$ cat config.mk
export PLATFORM = sky130hd
export DESIGN_NAME = framing_arbiter_flat
export DESIGN_NICKNAME = d
export VERILOG_FILES = /design/src/rtl/framing_arbiter_if.sv /design/src/rtl/framing_arbiter.sv /design/src/flat_wrapper.sv
export SDC_FILE = /design/constraint.sdc
export NUM_CORES = 1
export LEC_CHECK = 0
export BUFFER_PORTS_ARGS = -buffer_cell sky130_fd_sc_hd__buf_4
export CAP_MARGIN = 20
export CORE_MARGIN = 1.5
export CORE_UTILIZATION = 65
export CTS_BUF_LIST = sky130_fd_sc_hd__clkbuf_2 sky130_fd_sc_hd__clkbuf_4 sky130_fd_sc_hd__clkbuf_8
export DETAILED_ROUTE_END_ITERATION = 6
export HOLD_SLACK_MARGIN = 0.12
export PLACE_DENSITY = 0.89
export SETUP_SLACK_MARGIN = 0.05
export SLEW_MARGIN = 20
export SYNTH_ARGS = -nofsm -noshare
export SYNTH_HDL_FRONTEND = slang
export SYNTH_SLANG_ARGS = --single-unit
$ cat constraint.sdc
create_clock -name clk -period 5.3 [get_ports clk]
set_input_delay 0.53 -clock clk [delete_from_list [all_inputs] [get_ports clk]]
set_output_delay 0.53 -clock clk [all_outputs]
set_load 0.05 [all_outputs]
$ cat src/rtl/framing_arbiter_if.sv
// Bus between the framing arbiter, the two per-source byte FIFOs and the framer.
// The arbiter attaches through the slave modport; the environment drives the master side.
interface framing_arbiter_if #(
  parameter int LEN_W = 7
);
  logic [1:0]       req;
  logic [LEN_W-1:0] len0;
  logic [LEN_W-1:0] len1;
  logic [7:0]       data0;
  logic [7:0]       data1;
  logic [1:0]       rd_en;
  logic [1:0]       grant;
  logic [1:0]       done;
  logic             err;
  logic             busy;
  logic [7:0]       fr_din;
  logic             fr_indicator;
  logic             fr_next_indicator;

  modport slave (
    input  req, len0, len1, data0, data1, fr_next_indicator,
    output rd_en, grant, done, err, busy, fr_din, fr_indicator
  );

  modport master (
    output req, len0, len1, data0, data1, fr_next_indicator,
    input  rd_en, grant, done, err, busy, fr_din, fr_indicator
  );
endinterface

$ cat src/rtl/framing_arbiter.sv
// Round-robin owner of a shared framing/CRC framer for two frame sources.
// Issues the framer start strobe, counts out the preamble, streams the granted
// source's bytes with a last-byte strobe, then waits for the framer's end strobe
// (with a watchdog) before reporting done for that source.
module framing_arbiter #(
  parameter int SHR_CYCLES     = 80,
  parameter int FCS_CYCLES     = 16,
  parameter int TIMEOUT_MARGIN = 4,
  parameter int LEN_W          = 7
) (
  input  logic               clk,
  input  logic               reset_n,
  framing_arbiter_if.slave   bus_if
);

  // Counter is wide enough for a full frame length as well as the fixed phases.
  localparam int CNT_W = LEN_W + 8;

  localparam logic [2:0] S_IDLE  = 3'd0;
  localparam logic [2:0] S_ZLEN  = 3'd1;  // zero-length frame: report error, no framer activity
  localparam logic [2:0] S_START = 3'd2;
  localparam logic [2:0] S_SHR   = 3'd3;
  localparam logic [2:0] S_DATA  = 3'd4;
  localparam logic [2:0] S_FCS   = 3'd5;

  localparam logic [CNT_W-1:0] CNT_ZERO = {CNT_W{1'b0}};
  localparam logic [CNT_W-1:0] CNT_ONE  = CNT_W'(1);
  localparam logic [CNT_W-1:0] SHR_LAST = CNT_W'(SHR_CYCLES - 1);
  localparam logic [CNT_W-1:0] TO_LAST  = CNT_W'(FCS_CYCLES + TIMEOUT_MARGIN - 1);

  logic [2:0]       state_q, state_d;
  logic [CNT_W-1:0] cnt_q, cnt_d;
  logic [CNT_W-1:0] len_q, len_d;
  logic             g_q, g_d;        // index of the granted source
  logic             rr_q, rr_d;      // index of the source served last
  logic [1:0]       grant_q, grant_d;
  logic [1:0]       rd_en_q, rd_en_d;
  logic [1:0]       done_q, done_d;
  logic             err_q, err_d;
  logic             busy_q, busy_d;
  logic             ind_q, ind_d;

  logic             win_s;
  logic [LEN_W-1:0] win_len_s;
  logic [7:0]       din_s;

  function automatic logic [1:0] onehot(input logic sel);
    return sel ? 2'b10 : 2'b01;
  endfunction

  // Pick the winner: a lone requester wins, on contention the one not served last.
  always_comb begin
    if (bus_if.req == 2'b11) begin
      win_s = ~rr_q;
    end else begin
      win_s = bus_if.req[1];
    end
    win_len_s = win_s ? bus_if.len1 : bus_if.len0;
  end

  // Frame sequencer: next state, counter, latched grant/length and done/err pulses.
  always_comb begin
    state_d = state_q;
    cnt_d   = cnt_q;
    len_d   = len_q;
    g_d     = g_q;
    rr_d    = rr_q;
    done_d  = 2'b00;
    err_d   = 1'b0;
    case (state_q)
      S_IDLE: begin
        // No new grant in the cycle a done pulse is out.
        if ((done_q == 2'b00) && (bus_if.req != 2'b00)) begin
          g_d   = win_s;
          len_d = {8'd0, win_len_s};
          cnt_d = CNT_ZERO;
          if (win_len_s == {LEN_W{1'b0}}) begin
            state_d = S_ZLEN;
          end else begin
            state_d = S_START;
          end
        end else begin
          state_d = S_IDLE;
        end
      end
      S_ZLEN: begin
        state_d = S_IDLE;
        cnt_d   = CNT_ZERO;
        done_d  = onehot(g_q);
        err_d   = 1'b1;
        rr_d    = g_q;
      end
      S_START: begin
        state_d = S_SHR;
        cnt_d   = CNT_ZERO;
      end
      S_SHR: begin
        if (cnt_q == SHR_LAST) begin
          state_d = S_DATA;
          cnt_d   = CNT_ZERO;
        end else begin
          cnt_d   = cnt_q + CNT_ONE;
        end
      end
      S_DATA: begin
        if (cnt_q == (len_q - CNT_ONE)) begin
          state_d = S_FCS;
          cnt_d   = CNT_ZERO;
        end else begin
          cnt_d   = cnt_q + CNT_ONE;
        end
      end
      S_FCS: begin
        // The framer end strobe is only honoured here; the watchdog covers a lost strobe.
        if (bus_if.fr_next_indicator) begin
          state_d = S_IDLE;
          cnt_d   = CNT_ZERO;
          done_d  = onehot(g_q);
          rr_d    = g_q;
        end else if (cnt_q == TO_LAST) begin
          state_d = S_IDLE;
          cnt_d   = CNT_ZERO;
          done_d  = onehot(g_q);
          err_d   = 1'b1;
          rr_d    = g_q;
        end else begin
          cnt_d   = cnt_q + CNT_ONE;
        end
      end
      default: begin
        state_d = S_IDLE;
        cnt_d   = CNT_ZERO;
      end
    endcase
  end

  // Output decode from the next state so grant/rd_en/busy/indicator come straight from flops.
  always_comb begin
    busy_d = (state_d != S_IDLE);
    if (state_d != S_IDLE) begin
      grant_d = onehot(g_d);
    end else begin
      grant_d = 2'b00;
    end
    if (state_d == S_DATA) begin
      rd_en_d = onehot(g_d);
    end else begin
      rd_en_d = 2'b00;
    end
    if (state_d == S_START) begin
      ind_d = 1'b1;
    end else if ((state_d == S_DATA) && (cnt_d == (len_d - CNT_ONE))) begin
      ind_d = 1'b1;
    end else begin
      ind_d = 1'b0;
    end
  end

  // The byte must be the FIFO head of the very cycle rd_en pops it, so it is muxed live.
  always_comb begin
    if (state_q == S_DATA) begin
      din_s = g_q ? bus_if.data1 : bus_if.data0;
    end else begin
      din_s = 8'h00;
    end
  end

  // State and output registers with synchronous active-low reset.
  always_ff @(posedge clk) begin
    if (!reset_n) begin
      state_q <= S_IDLE;
      cnt_q   <= CNT_ZERO;
      len_q   <= CNT_ZERO;
      g_q     <= 1'b0;
      rr_q    <= 1'b1;
      grant_q <= 2'b00;
      rd_en_q <= 2'b00;
      done_q  <= 2'b00;
      err_q   <= 1'b0;
      busy_q  <= 1'b0;
      ind_q   <= 1'b0;
    end else begin
      state_q <= state_d;
      cnt_q   <= cnt_d;
      len_q   <= len_d;
      g_q     <= g_d;
      rr_q    <= rr_d;
      grant_q <= grant_d;
      rd_en_q <= rd_en_d;
      done_q  <= done_d;
      err_q   <= err_d;
      busy_q  <= busy_d;
      ind_q   <= ind_d;
    end
  end

  assign bus_if.grant        = grant_q;
  assign bus_if.rd_en        = rd_en_q;
  assign bus_if.done         = done_q;
  assign bus_if.err          = err_q;
  assign bus_if.busy         = busy_q;
  assign bus_if.fr_indicator = ind_q;
  assign bus_if.fr_din       = din_s;

endmodule

$ cat src/flat_wrapper.sv
// flat-port wrapper written by rule: the top's interface ports become plain ports
module framing_arbiter_flat 
#(
  parameter int SHR_CYCLES     = 80,
  parameter int FCS_CYCLES     = 16,
  parameter int TIMEOUT_MARGIN = 4,
  parameter int LEN_W          = 7
)
  (clk, reset_n, bus_if_req, bus_if_len0, bus_if_len1, bus_if_data0, bus_if_data1, bus_if_fr_next_indicator, bus_if_rd_en, bus_if_grant, bus_if_done, bus_if_err, bus_if_busy, bus_if_fr_din, bus_if_fr_indicator);
  framing_arbiter_if #(.LEN_W(LEN_W)) bus_if_i ();
  input  logic clk;
  input  logic reset_n;
  input wire logic [$bits(bus_if_i.req)-1:0] bus_if_req;
  input wire logic [$bits(bus_if_i.len0)-1:0] bus_if_len0;
  input wire logic [$bits(bus_if_i.len1)-1:0] bus_if_len1;
  input wire logic [$bits(bus_if_i.data0)-1:0] bus_if_data0;
  input wire logic [$bits(bus_if_i.data1)-1:0] bus_if_data1;
  input wire logic [$bits(bus_if_i.fr_next_indicator)-1:0] bus_if_fr_next_indicator;
  output wire logic [$bits(bus_if_i.rd_en)-1:0] bus_if_rd_en;
  output wire logic [$bits(bus_if_i.grant)-1:0] bus_if_grant;
  output wire logic [$bits(bus_if_i.done)-1:0] bus_if_done;
  output wire logic [$bits(bus_if_i.err)-1:0] bus_if_err;
  output wire logic [$bits(bus_if_i.busy)-1:0] bus_if_busy;
  output wire logic [$bits(bus_if_i.fr_din)-1:0] bus_if_fr_din;
  output wire logic [$bits(bus_if_i.fr_indicator)-1:0] bus_if_fr_indicator;
  assign bus_if_i.req = bus_if_req;
  assign bus_if_i.len0 = bus_if_len0;
  assign bus_if_i.len1 = bus_if_len1;
  assign bus_if_i.data0 = bus_if_data0;
  assign bus_if_i.data1 = bus_if_data1;
  assign bus_if_i.fr_next_indicator = bus_if_fr_next_indicator;
  assign bus_if_rd_en = bus_if_i.rd_en;
  assign bus_if_grant = bus_if_i.grant;
  assign bus_if_done = bus_if_i.done;
  assign bus_if_err = bus_if_i.err;
  assign bus_if_busy = bus_if_i.busy;
  assign bus_if_fr_din = bus_if_i.fr_din;
  assign bus_if_fr_indicator = bus_if_i.fr_indicator;
  framing_arbiter #(.SHR_CYCLES(SHR_CYCLES), .FCS_CYCLES(FCS_CYCLES), .TIMEOUT_MARGIN(TIMEOUT_MARGIN), .LEN_W(LEN_W)) u_core (.clk(clk), .reset_n(reset_n), .bus_if(bus_if_i));
endmodule
Word-level counts from Yosys, hierarchy flattened
Cells that the tools add are included.
- register bits: 44
- bits of input ports: 35
- add/subtract/negate cells: 3
- equal/unequal tests: 13
- multiplexer cells: 34
- bitwise gates (word level): 1
- reductions and logical operators: 11
- operators by type and width (kind ; number):
    15-bit 2-to-1 mux ; 7
    15-bit one-hot mux with 4 select lines ; 1
    15-bit == test ; 2
    15-bit by 1-bit subtractor with 15-bit output, second input constant ; 2
    8-bit 2-to-1 mux ; 2
    15-bit by 1-bit adder with 15-bit output, second input constant ; 1
    15-bit by 5-bit == test with 1-bit output, second input constant ; 1
    15-bit by 7-bit == test with 1-bit output, second input constant ; 1
    3-bit one-hot mux with 5 select lines ; 1
    2-bit 2-to-1 mux ; 6
    3-bit 2-to-1 mux ; 4
    3-bit by 2-bit == test with 1-bit output, second input constant ; 3
    3-bit == test, second input constant ; 3
    1-bit 2-to-1 mux ; 9
    7-bit zero test ; 1
    7-bit 2-to-1 mux ; 1
    2-bit AND reduction ; 3
    1-bit one-hot mux with 2 select lines ; 2
    2-bit one-hot mux with 2 select lines ; 1
    2-bit nonzero test ; 2
    3-bit by 1-bit == test with 1-bit output, second input constant ; 1
    3-bit zero test ; 1
    3-bit by 2-bit != test with 1-bit output, second input constant ; 1
    3-bit nonzero test ; 1
    4 further kinds ; 5

Logic depth before layout (Yosys ltp)
- depth after elaboration: 11
- depth in mapped cells: 13

Least setup slack after synthesis
OpenSTA, ideal clock, no wires.
- path type: flip-flop to flip-flop
- from: reg u_core.len_q[0]
- to: reg u_core.ind_q (netlist: u_core.bus_if.fr_indicator)
- library setup time: 0.059 ns
- data arrival time: 3.483 ns
- required time: 5.241 ns
- slack: 1.758 ns
- cell stages (with the launch flop): 14
- buffers on the path: 1
- period minus slack after synthesis: 3.542 ns
- cells stage by stage: dfxtp_1 inv_1 ha_1 or4b_4 or4_4 nand4bb_1 nand3_2 o21ai_4 or2_1 buf_2 a41o_1 or4_1 nor4_1 a31o_1
- longest elaborated chain between the ends: 8
- elaborated cells on any way between the ends: 15
- classes of those cells: add/sub: 2; eq/ne: 4; mux: 8; reduce/logical: 1
- ends and longest elaborated chain (item ; line ; source):
    start, declared ; framing_arbiter.sv:33 ; logic [CNT_W-1:0] len_q, len_d;
    start signal, assigned ; framing_arbiter.sv:185 ; len_q <= len_d;
    15-bit by 1-bit subtractor with 15-bit output ; framing_arbiter.sv:106 ; if (cnt_q == (len_q - CNT_ONE)) begin
    15-bit == test ; framing_arbiter.sv:106 ;
    15-bit 2-to-1 mux or 3-bit 2-to-1 mux (tied branches) ; framing_arbiter.sv:106 ;
    15-bit one-hot mux with 4 select lines or 3-bit one-hot mux with 5 select lines (tied branches) ; framing_arbiter.sv:70 ; case (state_q)
    15-bit == test or 3-bit == test (tied branches) ; framing_arbiter.sv:152 ; end else if ((state_d == S_DATA) && (cnt_d == (len_d - CNT_ONE))) begin
    1-bit logical AND ; framing_arbiter.sv:152 ;
    1-bit 2-to-1 mux ; framing_arbiter.sv:152 ;
    1-bit 2-to-1 mux * ; framing_arbiter.sv:150 ; if (state_d == S_START) begin
    end signal, assigned ; framing_arbiter.sv:193 ; ind_q <= ind_d;
    end, declared ; framing_arbiter.sv:41 ; logic ind_q, ind_d;
Mark *: on every way between the ends. The rest lies on a longest branch, timed or not.
A chain may end at the register's enable or synchronous reset.

Final worst setup path
- from: reg u_core.state_q[1]
- to: reg u_core.ind_q (netlist: u_core.bus_if.fr_indicator)
- longest elaborated chain between the ends: 7
- elaborated cells on any way between the ends: 19
- classes of those cells: add/sub: 1; eq/ne: 7; mux: 9; reduce/logical: 2
- ends and longest elaborated chain (item ; line ; source):
    start, declared ; framing_arbiter.sv:31 ; logic [2:0] state_q, state_d;
    start signal, assigned ; framing_arbiter.sv:183 ; state_q <= state_d;
    3-bit zero test or 3-bit 2-to-1 mux (tied branches) ; framing_arbiter.sv:70, framing_arbiter.sv:120 ;
    15-bit 2-to-1 mux or 3-bit 2-to-1 mux (tied branches) ; framing_arbiter.sv:70, framing_arbiter.sv:115 ;
    15-bit by 1-bit subtractor with 15-bit output or 3-bit one-hot mux with 5 select lines (tied branches) ; framing_arbiter.sv:152, framing_arbiter.sv:70 ;
    15-bit == test or 3-bit == test (tied branches) ; framing_arbiter.sv:152 ;
    1-bit logical AND ; framing_arbiter.sv:152 ;
    1-bit 2-to-1 mux ; framing_arbiter.sv:152 ;
    1-bit 2-to-1 mux * ; framing_arbiter.sv:150 ;
Marked as above.

==> impl_metrics.py <==
metrics = {
    "outcome": {
        "run_status": "completed",
    },
    "pwr": {
        "ir_worst_vdd_mv": 0.185,
        "power.static_leakage_uw": 0.00157,
        "pwr_density_cell_mw_per_mm2": 245,
    },
    "grt": {
        "grt_pass1_wl_mm": 18.2,
        "number_of_global_route_vias_before_repair": 3778,
        "largest_net_degree_at_the_start_of_global_routing": 34,
        "gr-usage-all-layers_pct": 37.3,
        "overflow": 0,
        "grt_antenna_before_repair": 0,
    },
    "die": {
        "fp.dieH_um": 78.2,
        "floorplan.core_area_mm2": 0.00547,
        "floorplan.rows": 27,
        "die-area_mm2": 0.00612,
        "initial_utilization_pct": 67.2,
        "io_pins": 52,
        "die_w_um": 78.2,
    },
    "finish": {
        "syn_to_final_growth_pct": 12.4,
        "finish.net_count": 558,
        "antenna_cells_inserted": 0,
        "final.fill_count": 427,
        "post_route_cells_drive_above_1_share_pct": 15.7,
        "finish.utilization_pct": 75.6,
        "finalNonFillerCells": 593,
    },
    "synth": {
        "postSynthNetCount": 526,
        "synth.yosys.warnings": 0,
        "synth.top_cells.by_count": "nor2_1 (53), nand2_1 (48), dfxtp_1 (44)",
        "most_frequent_cell_after_synthesis": "nor2_1",
        "syn_avg_cell_area_um2": 7.54,
        "synth.lib_cells_used.distinct": 71,
        "synth-async-reset-ratio_pct": 0,
        "netlist_top_cells_area": "dfxtp_1 (24%), nor2_1 (5.4%), mux2i_1 (5.2%)",
        "dominantRegCellSynth": "dfxtp_1",
        "count_of_flip_flops_with_a_built_in_enable_after_synthesis": 0,
        "synthCells": 488,
        "flip_flop_and_latch_count_after_synthesis": 44,
        "synth.cell_area_mm2": 0.00368,
        "yosys.area.top_type_share_pct": 23.9,
        "synth.largest_area_cell": "dfxtp_1",
        "ys_seq_area_share_pct": 23.9,
    },
    "setup_path": {
        "worst_setup_path_end_kind": "register",
        "crit_fanout": 20,
        "ff2ff_setup_slack_ns": 1.04,
        "rr_startpoint": "u_core.state_q[1]$_SDFF_PN0_",
        "number_of_buffers_and_inverters_on_the_critical_path": 0,
        "timing.critical_path.max_delay_family": "simple AND/OR/NAND/NOR gates",
        "rr_endpoint": "u_core.bus_if.fr_indicator$_SDFF_PN0_",
        "timing.setup.critical_path_class": "register to register",
        "slowest_stage": "and3b_1",
        "startpoint_type_of_the_worst_setup_path": "register",
        "crit_path_max_incr_delay_ns": 0.79,
        "required_ns": 5.55,
        "timing.critical_path.cells": "nor3_1 -> and3b_1 -> mux2i_1 -> ha_1 -> nand4_1 -> nand2b_1 -> o221ai_1 -> and3_1 -> o211ai_1 -> a2111oi_0 -> a31o_1",
        "crit_cells": 11,
        "reg2reg_depth": 11,
        "cp.arrival_ns": 4.51,
    },
    "clock_tree": {
        "clk_transition_reported_paths_ns": 0.09,
        "post_cts_buffers": 0,
        "hold_bufs_at_cts": 0,
        "tritoncts": "yes",
        "h-tree-depth": 2,
        "cts.root.buffer_cell": "clkbuf_8",
        "inserted_clock_buffers": 5,
        "cts_repair_resize_count": 0,
        "ctsLongestPathBuffers": 2,
        "tritoncts_num_sinks": 44,
        "clk_latency_ns": 0.30,
    },
    "sta": {
        "grt_setup_unrepaired": "no",
        "final-max-slew-violation-count": 0,
        "totalNegativeSetupSlack_ns": 0,
        "timing.final.setup_violations": 0,
        "worst_clock_skew_ns": 0.00736,
        "max_clock_freq_mhz": 235,
        "layout_min_cycle_time_ns": 4.26,
        "report.final.hold_viol_count": 0,
        "min_period_over_period_pct": 80.4,
        "finalHoldWorstSlack_ns": 0.476,
        "worst_pin_slew_ns": 0.919,
        "timing.slew.headroom_pct": 38.2,
    },
    "route": {
        "routedWlPerCell_um": 18.5,
        "post_detailed_route_count_of_antenna_violating_nets": 0,
        "via_count": 3998,
        "drc": 0,
        "wl_mm": 11.0,
        "route.detailed.vias_per_inst": 6.74,
        "first_pass_iters": 6,
        "dr.first_iter.drc_count": 552,
    },
    "hold_path": {
        "min_delay_worst_endpoint": "u_core.rr_q$_SDFFE_PN1P_",
        "worstHoldStart": "u_core.rr_q$_SDFFE_PN1P_",
        "hold_path_depth": 2,
        "hold_class": "register to register",
    },
    "job": {
        "max_capacitance_violation_count": 0,
    },
    "place": {
        "place_congestion": 1.00,
        "place_inst": 585,
        "hpwl_detailed_mm": 8.27,
        "placement.io_buffers": 51,
    },
}
[stage by stage]
stage	instance area, um2	setup slack [ns]	total power [uW]
global route	4140	0.677	1060
global placement	4040	1.27	762
floorplan	3680	1.76	671
finish	4140	1.04	1020
detailed placement	4040	1.18	773
CTS	4140	1.13	1000
[layout by cell type, fill, tap and decap left out, types with 3 or more instances in the layout]
master	n
nor2_1	53
buf_4	52
nand2_1	48
dfxtp_1	44
o21ai_0	20
mux2i_1	19
xnor2_1	19
nor3_1	18
and3_1	17
nand3_1	16
a21oi_1	15
nor2b_1	15
xor2_1	13
and2_1	11
nand2b_1	11
nand4_1	11
inv_1	10
o211ai_1	9
a31oi_1	7
nand3b_1	6
nor4_1	6
clkbuf_8	6
mux2_2	5
nor4b_1	5
a21boi_0	5
o31ai_1	5
or4_4	4
a32oi_1	4
nor3b_1	4
or3_1	3
or2_2	3
o31a_1	3
o32ai_1	3
o21a_1	3
o2111ai_1	3
o221ai_1	3
ha_1	3
[worst max path at each step]
stage	start	to	slack [ns]
after floorplan	u_core.len_q[0]$_SDFF_PN0_	u_core.bus_if.fr_indicator$_SDFF_PN0_	1.76
after global placement	u_core.state_q[1]$_SDFF_PN0_	u_core.bus_if.fr_indicator$_SDFF_PN0_	1.27
after detailed placement	u_core.state_q[1]$_SDFF_PN0_	u_core.bus_if.fr_indicator$_SDFF_PN0_	1.18
after CTS	u_core.state_q[1]$_SDFF_PN0_	u_core.bus_if.fr_indicator$_SDFF_PN0_	1.13
after global routing	u_core.state_q[1]$_SDFF_PN0_	u_core.bus_if.fr_indicator$_SDFF_PN0_	0.68
final	u_core.state_q[1]$_SDFF_PN0_	u_core.bus_if.fr_indicator$_SDFF_PN0_	1.04
[power breakdown]
part,total (uW),internal (uW),switching [uW]
Clock,233,111,122
Combinational,409,160,249
Sequential,373,347,26.6
Total,1020,618,398
[logic make-up after synthesis]
| group | synth area share [%] |
|---|---|
| fa+ha+maj | 1.02 |
| xor+xnor | 7.62 |
| compound gates | 20.2 |
| flops | 23.9 |
| simple gates | 36.3 |
| buf+inv | 4.28 |
| mux | 6.70 |
[routing by layer]
metal  GRT usage (%)  routed length [um]
met3            8.26                1210
met4            14.8                 416
met1            49.5                4430
met2            59.0                4900
met5               0                   0
[sequential cells by signal (all words and copies together), names as in the netlist]
register,flops
u_core.bus_if.err,1
u_core.bus_if.busy,1
u_core.cnt_q,15
u_core.bus_if.fr_indicator,1
u_core.len_q,15
u_core.rr_q,1
u_core.bus_if.done,2
u_core.g_q,1
u_core.bus_if.rd_en,2
u_core.bus_if.grant,2
u_core.state_q,3
[layout make-up]
type / instances / area [um2] / share of cell area, %
inverters: 10 / 37.5 / 0.907
well taps: 72 / 90.1 / 2.18
flip-flops and latches: 44 / 881 / 21.3
clock buffers: 7 / 90.1 / 2.18
repair buffers: 52 / 390 / 9.43
clock inverters: 1 / 7.51 / 0.181
multi-input cells: 407 / 2640 / 63.8
[worst min-delay path, delay by kind of cell, from the launching register on]
family / cells / cell delay (ns)
flops: 1 / 0.32
simple gates: 2 / 0.11
Note: power is estimated with default switching activity, not from simulation.
